$ cat src/rtl/spectrum_frame_ctrl_pkg.sv
// -----------------------------------------------------------------------------
// dav_pkg: shared types and helpers for the spectrum frame controller.
//   spec_state_t  frame FSM state type
//   DEF_*         default widths / bin count used by the interface and modules
//   SAT_W         working width of the saturation helper
//   sat_u()       clamp an unsigned value to the largest value that fits in
//                 'width' bits
// -----------------------------------------------------------------------------
package dav_pkg;

  typedef enum logic [2:0] {
    ST_IDLE,
    ST_START,
    ST_WAIT,
    ST_CAPTURE,
    ST_HOLD
  } spec_state_t;

  localparam int unsigned DEF_NUM_BINS = 16;
  localparam int unsigned DEF_FFT_W    = 36;
  localparam int unsigned DEF_BAR_W    = 18;
  localparam int unsigned SAT_W        = 64;

  function automatic logic [SAT_W-1:0] sat_u(input logic [SAT_W-1:0] value,
                                            input int unsigned       width);
    logic [SAT_W-1:0] lim;
    if (width >= SAT_W) return value;
    lim = (SAT_W'(1) << width) - SAT_W'(1);
    return (value > lim) ? lim : value;
  endfunction

endpackage

$ cat src/rtl/spectrum_frame_ctrl_if.sv
// -----------------------------------------------------------------------------
// spectrum_frame_ctrl_if: frame-sync / FFT / bar-renderer signal bundle.
//   vsync        frame sync level from the VGA timing generator
//   fft_start    one-cycle FFT trigger
//   fft_done     FFT completion pulse/level
//   fft_bins     packed complex bins, bin k at [k*FFT_W +: FFT_W]
//   bars         packed bar heights, bar k at [k*BAR_W +: BAR_W]
//   bars_valid   one-cycle strobe after the last bar is updated
//   busy         controller is in START, WAIT or CAPTURE
//   timeout_err  sticky FFT timeout flag
// Modports: master = the controller, slave = its environment.
// -----------------------------------------------------------------------------
interface spectrum_frame_ctrl_if
  import dav_pkg::*;
#(
  parameter int unsigned NUM_BINS = DEF_NUM_BINS,
  parameter int unsigned FFT_W    = DEF_FFT_W,
  parameter int unsigned BAR_W    = DEF_BAR_W
) ();

  logic                      vsync;
  logic                      fft_start;
  logic                      fft_done;
  logic [NUM_BINS*FFT_W-1:0] fft_bins;
  logic [NUM_BINS*BAR_W-1:0] bars;
  logic                      bars_valid;
  logic                      busy;
  logic                      timeout_err;

  modport master (
    input  vsync, fft_done, fft_bins,
    output fft_start, bars, bars_valid, busy, timeout_err
  );

  modport slave (
    output vsync, fft_done, fft_bins,
    input  fft_start, bars, bars_valid, busy, timeout_err
  );

endinterface

$ cat src/rtl/spectrum_frame_ctrl_bin_magnitude.sv
// -----------------------------------------------------------------------------
// bin_magnitude: combinational magnitude estimate of one packed complex bin.
//   bin_i  {re[H-1:0], im[H-1:0]}, both signed, H = FFT_W/2
//   bar_o  max(|re|,|im|) + min(|re|,|im|)/2, saturated to BAR_W bits
// The most-negative component maps to 2^(H-1)-1 so |x| always fits H-1 bits.
// -----------------------------------------------------------------------------
module bin_magnitude
  import dav_pkg::*;
#(
  parameter int unsigned FFT_W = DEF_FFT_W,
  parameter int unsigned BAR_W = DEF_BAR_W
) (
  input  logic [FFT_W-1:0] bin_i,
  output logic [BAR_W-1:0] bar_o
);

  localparam int unsigned   H        = FFT_W / 2;
  localparam logic [H-1:0]  MOST_NEG = {1'b1, {(H-1){1'b0}}};
  localparam logic [H-1:0]  MAX_POS  = {1'b0, {(H-1){1'b1}}};

  logic [H-1:0] re, im, a, b, hi, lo;
  logic [H:0]   mag;

  function automatic logic [H-1:0] abs_clip(input logic [H-1:0] x);
    if (x == MOST_NEG)  return MAX_POS;
    else if (x[H-1])    return -x;
    else                return x;
  endfunction

  always_comb begin
    re = bin_i[2*H-1:H];
    im = bin_i[H-1:0];
    a  = abs_clip(re);
    b  = abs_clip(im);
    if (a >= b) begin
      hi = a;
      lo = b;
    end else begin
      hi = b;
      lo = a;
    end
    mag   = {1'b0, hi} + {2'b00, lo[H-1:1]};
    bar_o = BAR_W'(sat_u(SAT_W'(mag), BAR_W));
  end

endmodule

$ cat src/rtl/spectrum_frame_ctrl.sv
// -----------------------------------------------------------------------------
// spectrum_frame_ctrl: once per video frame, trigger the FFT, wait for it with
// a timeout, and turn each complex bin into a saturated bar height.
//   clk   pixel clock
//   rst   synchronous, active-high reset
//   bus   spectrum_frame_ctrl_if.master (vsync, fft_start, fft_done, fft_bins,
//         bars, bars_valid, busy, timeout_err)
// Build option: define SPECTRUM_PEAK_DECAY_EN for peak-hold with exponential
// decay (bar falls by bar >> DECAY_SHIFT per frame); otherwise bars follow the
// new magnitude directly and DECAY_SHIFT has no effect.
// -----------------------------------------------------------------------------
module spectrum_frame_ctrl
  import dav_pkg::*;
#(
  parameter int unsigned NUM_BINS    = DEF_NUM_BINS,
  parameter int unsigned FFT_W       = DEF_FFT_W,
  parameter int unsigned BAR_W       = DEF_BAR_W,
  parameter int unsigned DECAY_SHIFT = 3,
  parameter int unsigned TIMEOUT_CYC = 4096
) (
  input logic                  clk,
  input logic                  rst,
  spectrum_frame_ctrl_if.master bus
);

  localparam int unsigned IDX_W = $clog2(NUM_BINS);
  localparam int unsigned CNT_W = (TIMEOUT_CYC > 1) ? $clog2(TIMEOUT_CYC) : 1;
  localparam logic [IDX_W-1:0] LAST_IDX = IDX_W'(NUM_BINS - 1);
  localparam logic [CNT_W-1:0] LAST_CNT = CNT_W'(TIMEOUT_CYC - 1);

  spec_state_t      state_q, state_d;
  logic             vsync_q;
  logic [CNT_W-1:0] cnt_q, cnt_d;
  logic [IDX_W-1:0] idx_q, idx_d;
  logic             timeout_q, timeout_d;
  logic             valid_q, valid_d;
  logic             bar_we;

  logic [BAR_W-1:0]          bars_q [NUM_BINS];
  logic [FFT_W-1:0]          bin_sel;
  logic [BAR_W-1:0]          mag;
  logic [BAR_W-1:0]          bar_new;
  logic [NUM_BINS*BAR_W-1:0] bars_flat;

  // One shared magnitude unit, time-multiplexed across bins during CAPTURE.
  assign bin_sel = bus.fft_bins[idx_q*FFT_W +: FFT_W];

  bin_magnitude #(
    .FFT_W (FFT_W),
    .BAR_W (BAR_W)
  ) u_mag (
    .bin_i (bin_sel),
    .bar_o (mag)
  );

`ifdef SPECTRUM_PEAK_DECAY_EN
  logic [BAR_W-1:0] old_bar, decayed;

  always_comb begin
    old_bar = bars_q[idx_q];
    decayed = old_bar - (old_bar >> DECAY_SHIFT);
    if (mag >= old_bar || mag >= decayed) bar_new = mag;
    else                                  bar_new = decayed;
  end
`else
  logic unused_decay_shift;
  assign unused_decay_shift = ^DECAY_SHIFT;

  always_comb begin
    bar_new = mag;
  end
`endif

  always_comb begin
    state_d   = state_q;
    cnt_d     = cnt_q;
    idx_d     = idx_q;
    timeout_d = timeout_q;
    valid_d   = 1'b0;
    bar_we    = 1'b0;
    unique case (state_q)
      ST_IDLE: begin
        if (bus.vsync && !vsync_q) state_d = ST_START;
      end
      ST_START: begin
        cnt_d   = '0;
        state_d = ST_WAIT;
      end
      ST_WAIT: begin
        // A completion arriving on the final counted cycle takes priority.
        if (bus.fft_done) begin
          idx_d   = '0;
          state_d = ST_CAPTURE;
        end else if (cnt_q == LAST_CNT) begin
          timeout_d = 1'b1;
          state_d   = ST_HOLD;
        end else begin
          cnt_d = cnt_q + 1'b1;
        end
      end
      ST_CAPTURE: begin
        bar_we = 1'b1;
        if (idx_q == LAST_IDX) begin
          valid_d = 1'b1;
          state_d = ST_HOLD;
        end else begin
          idx_d = idx_q + 1'b1;
        end
      end
      ST_HOLD: begin
        if (!bus.vsync) state_d = ST_IDLE;
      end
      default: state_d = ST_IDLE;
    endcase
  end

  // vsync_q resets high so a vsync level held across reset release is not
  // mistaken for a rising edge.
  always_ff @(posedge clk) begin
    if (rst) begin
      state_q   <= ST_IDLE;
      vsync_q   <= 1'b1;
      cnt_q     <= '0;
      idx_q     <= '0;
      timeout_q <= 1'b0;
      valid_q   <= 1'b0;
      for (int unsigned i = 0; i < NUM_BINS; i++) bars_q[i] <= '0;
    end else begin
      state_q   <= state_d;
      vsync_q   <= bus.vsync;
      cnt_q     <= cnt_d;
      idx_q     <= idx_d;
      timeout_q <= timeout_d;
      valid_q   <= valid_d;
      if (bar_we) bars_q[idx_q] <= bar_new;
    end
  end

  always_comb begin
    bars_flat = '0;
    for (int unsigned i = 0; i < NUM_BINS; i++) bars_flat[i*BAR_W +: BAR_W] = bars_q[i];
  end

  assign bus.bars        = bars_flat;
  assign bus.fft_start   = (state_q == ST_START);
  assign bus.busy        = (state_q == ST_START) || (state_q == ST_WAIT) ||
                           (state_q == ST_CAPTURE);
  assign bus.bars_valid  = valid_q;
  assign bus.timeout_err = timeout_q;

endmodule

$ cat src/flat_wrapper.sv
// flat-port wrapper written by rule: the top's interface ports become plain ports
module spectrum_frame_ctrl_flat import dav_pkg::*;
#(
  parameter int unsigned NUM_BINS    = DEF_NUM_BINS,
  parameter int unsigned FFT_W       = DEF_FFT_W,
  parameter int unsigned BAR_W       = DEF_BAR_W,
  parameter int unsigned DECAY_SHIFT = 3,
  parameter int unsigned TIMEOUT_CYC = 4096
)
  (clk, rst, bus_vsync, bus_fft_done, bus_fft_bins, bus_fft_start, bus_bars, bus_bars_valid, bus_busy, bus_timeout_err);
  spectrum_frame_ctrl_if #(.NUM_BINS(NUM_BINS), .FFT_W(FFT_W), .BAR_W(BAR_W)) bus_i ();
  input logic clk;
  input logic rst;
  input wire logic [$bits(bus_i.vsync)-1:0] bus_vsync;
  input wire logic [$bits(bus_i.fft_done)-1:0] bus_fft_done;
  input wire logic [$bits(bus_i.fft_bins)-1:0] bus_fft_bins;
  output wire logic [$bits(bus_i.fft_start)-1:0] bus_fft_start;
  output wire logic [$bits(bus_i.bars)-1:0] bus_bars;
  output wire logic [$bits(bus_i.bars_valid)-1:0] bus_bars_valid;
  output wire logic [$bits(bus_i.busy)-1:0] bus_busy;
  output wire logic [$bits(bus_i.timeout_err)-1:0] bus_timeout_err;
  assign bus_i.vsync = bus_vsync;
  assign bus_i.fft_done = bus_fft_done;
  assign bus_i.fft_bins = bus_fft_bins;
  assign bus_fft_start = bus_i.fft_start;
  assign bus_bars = bus_i.bars;
  assign bus_bars_valid = bus_i.bars_valid;
  assign bus_busy = bus_i.busy;
  assign bus_timeout_err = bus_i.timeout_err;
  spectrum_frame_ctrl #(.NUM_BINS(NUM_BINS), .FFT_W(FFT_W), .BAR_W(BAR_W), .DECAY_SHIFT(DECAY_SHIFT), .TIMEOUT_CYC(TIMEOUT_CYC)) u_core (.clk(clk), .rst(rst), .bus(bus_i));
endmodule
$ cat config.mk
export PLATFORM = sky130hd
export DESIGN_NAME = spectrum_frame_ctrl_flat
export DESIGN_NICKNAME = d
export VERILOG_FILES = /design/src/rtl/spectrum_frame_ctrl_pkg.sv /design/src/rtl/spectrum_frame_ctrl_if.sv /design/src/rtl/spectrum_frame_ctrl_bin_magnitude.sv /design/src/rtl/spectrum_frame_ctrl.sv /design/src/flat_wrapper.sv
export SDC_FILE = /design/constraint.sdc
export NUM_CORES = 1
export LEC_CHECK = 0
export CORE_AREA = 2 2 335 337
export CTS_BUF_LIST = sky130_fd_sc_hd__clkbuf_16
export CTS_CLUSTER_DIAMETER = 60
export DETAILED_ROUTE_END_ITERATION = 7
export DIE_AREA = 0 0 337 339
export GPL_ROUTABILITY_DRIVEN = 0
export SYNTH_ARGS = -nofsm -noshare
export SYNTH_HDL_FRONTEND = slang
export SYNTH_SLANG_ARGS = --single-unit
export TNS_END_PERCENT = 100
$ cat constraint.sdc
create_clock -name clk -period 9.3 [get_ports clk]
set_input_delay 1.86 -clock clk [delete_from_list [all_inputs] [get_ports clk]]
set_output_delay 1.86 -clock clk [all_outputs]
set_load 0.03 [all_outputs]
==> impl_results.md <==
* Status: complete, no violations
* Core Util, Final at 28.0%
* Tmin final at 8920 ps
* Slew Viols, Final at 0
* FILL cells at 11,400
* Mux share of post-synthesis cell area at 20.2%
* Hold WS at 497 ps
* Vias in the first global route at 16,900
* Max incr delay on CP at 510 ps
* Hold Crit Class: flop to flop
* Die W at 337 um
* Total CTS buffers at 34
* Initial antenna violation count at 84
* Hold-fix buffers, CTS at 0
* Post-synthesis compound-gate area fraction at 7.37%
* Initial core utilization at 16.5%
* CP Capture Point: u_core.bars_q[4][7]
* Worst setup SP type: primary input
* Hpwl dp at 95.3 mm
* Peak supply drop at 0.153 mV
* Switching Share at 35.6%
* CTS root buf: clkbuf_16
* Final nets at 3,036
* FF-to-FF End: u_core.bars_q[4][7]
* Commonest cells in the netlist: 346 x nor2_1, 288 x edfxtp_1, 149 x mux4_2
* Top-count cell post-synth: nor2_1
* Top-area cell type share of the netlist area at 47.5%
* Worst R2R Path Depth at 35
* Worst Tran Pin Value at 1240 ps
* WP data arrival at 9270 ps
* Mapped cell area at 0.0182 sq mm
* Max_slew headroom at 17.1%
* Synthesis Warnings at 0
* DR DRC count at 0
* Main synth FF type: edfxtp_1
* Area grow syn2layout at 69.9%
* Post-Place Cell Area at 0.0297 sq mm
* Sequential-to-total area share from yosys stat at 49.9%
* Via density at 4.26
* Clock latency on the worst-skew pair at 540 ps
* Top cells by area, synth: edfxtp_1 47%, mux4_2 18%, nor2_1 7.1%, ha_1 2.9%, dfxtp_1 2.4%
* Worst EP required at 9650 ps
* Internal power at 3220 uW
* Layout cell share with drive strength beyond 1 at 16.7%
* Max cap viols at 0
* Via count at 16,800
* Clk_skew at 30.1 ps
* Clock buffer depth at 3
* Power density over cell area at 162 mW/mm^2
* Gate Count Post-Synth at 1,463
* Clock Sinks at 310
* Design Power at 5000 uW
* Crit path capture type: flop
* Fmax at 112 MHz
* Sw Pwr at 1780 uW
* Setup crit start: bus_fft_bins[217]
* Clk pin slew, worst setup/hold paths at 60 ps
* RR Startpoint: u_core.idx_q[1]
* Crit-path max FO at 16
* CTS H-tree depth at 2
* 1st-iter DRT viols at 1,259
* Global route overflow at 0
* Clock power frac at 26.7%
* Die ar. at 0.114 sq mm
* WL/cell at 28.4 um
* Final setup viols at 0
* Pre-antenna DRT Iters at 7
* Critical Path Slowest Stage Cell: mux4_2
* Xor-xnor portion of the synthesized cell area at 2.16%
* Synth Area in Simple Gates at 13.8%
* EDFF count, synth at 288
* Synth area leader: edfxtp_1
* Ports at 872
* Num rows at 122
* Static Leakage at 0.0107 uW
* #FFs+latches synth at 310
* Total track usage at 19.0%
* TritonCTS clock tree: done
* Drt total wl at 112 mm
* Buffers added on ports at 871
* Largest net degree at the start of global routing at 52
* Final Cell Area at 0.0309 sq mm
* Detail Route Antenna Nets at 0
* Adder-cell share of the synthesized area at 3.00%
* Crit Path Category: primary input to flop
* Reg-to-reg slack, setup at 1210 ps
* Mapped Avg Cell Area at 12.4 sq um
* Core area at 0.110 sq mm
* First-pass GRT wire length at 148 mm
* Fin Setup TNS at 0 ps
* Combinational Power Share at 41.4%
* Main combinational cell family by area after synthesis: multiplexers
* Share of power burned in registers at 31.9%
* Share of async-settable or async-resettable flops after synthesis at 0%
* Cell variety after synth at 66
* Tcrit/Tclk final at 95.9%
* HP Start: u_core.bus.timeout_err
* Syn_nets at 2,086
* Die Y at 339 um
* Final hold violation count at 0
-- worst min path at each step --
stage                                   to  slack [ps]  depth (start not counted)
floorplan                  u_core.cnt_q[5]         470                          2
detailed placement  u_core.bus.timeout_err         490                          2
finish              u_core.bus.timeout_err         500                          2
global route        u_core.bus.timeout_err         540                          2
CTS                 u_core.bus.timeout_err         500                          2
global placement    u_core.bus.timeout_err         480                          2
-- per-stage QoR --
step                setup WS (ps)  cells
global placement             -268   3865
floorplan                    90.3   1463
CTS                           307   3926
finish                        384   3955
global route                -54.6   3941
detailed placement           -237   3865
-- layout by cell type (no fill, tap or decap), drive strengths merged, types with 19 or more instances in the layout --
| cell type | synthesis | layout |
|---|---|---|
| xor2 | 19 | 19 |
| ha | 42 | 42 |
| nor3 | 26 | 26 |
| nand2 | 64 | 64 |
| clkbuf | 50 | 35 |
| a21oi | 45 | 45 |
| diode | 0 | 29 |
| mux4 | 149 | 149 |
| o21ai | 19 | 19 |
| a22oi | 46 | 46 |
| buf | 57 | 150 |
| nand2b | 19 | 19 |
| clkdlybuf4s50 | 0 | 871 |
| nor2 | 356 | 356 |
| mux2i | 19 | 19 |
| edfxtp | 288 | 288 |
| nor2b | 27 | 27 |
| xnor2 | 26 | 26 |
| inv | 28 | 39 |
| dfxtp | 22 | 22 |
-- metal layers --
metal  vias up  track usage [%]  routed length, um
met1      8293             22.0              42500
li1       7466                -                  -
met5         -                0                156
met2       885             34.4              57600
met3       179             3.87               7440
met4        24             6.45               4560
-- critical path: cells and delay by family --
family	cells	cell delay, ps
compound gates	13	2710
simple gates	9	1540
buf+inv	7	1330
fa+ha+maj	4	1010
mux	2	770
-- cell families (layout without fill, tap and decap cells) --
| kind of cell | count (synthesis) | count (layout) |
|---|---|---|
| AND/OR/NAND/NOR | 563 | 563 |
| XOR/XNOR | 45 | 45 |
| other | 0 | 29 |
| flip-flops | 310 | 310 |
| AO/OA/AOI/OAI | 188 | 188 |
| multiplexers | 179 | 179 |
| buffers and inverters | 135 | 1110 |
| adder cells (fa/ha/maj) | 43 | 43 |
-- flip-flops by register name, indices dropped and copies added (netlist names) --
signal                  flops
u_core.bus.bars_valid       1
u_core.idx_q                4
u_core.vsync_q              1
u_core.state_q              3
u_core.bus.timeout_err      1
u_core.bars_q             288
u_core.cnt_q               12
-- cell type report --
class | count | area, sq um | area share (%)
timing repair buffer | 1021 | 10100 | 32.8
sequential | 310 | 9100 | 29.4
multi-input combinational | 1018 | 8560 | 27.7
tap | 1488 | 1860 | 6.02
clock buffer | 35 | 876 | 2.83
clock inverter | 26 | 221 | 0.716
inverter | 28 | 105 | 0.340
antenna | 29 | 72.6 | 0.235
-- power by group through the flow --
stage	Combinational, uW	Clock [uW]	Sequential, uW
finish	2070	1330	1590
global route	2180	1410	1600
CTS	2100	1360	1600
detailed placement	2090	0	1630
global placement	2080	0	1620
floorplan	701	0	1730
-- timing repair --
item,4_1_cts,5_1_grt
setup buffers,0,0
setup endpoints to repair,0,288
resized for setup,0,7
(Power assumes the default switching activity.)
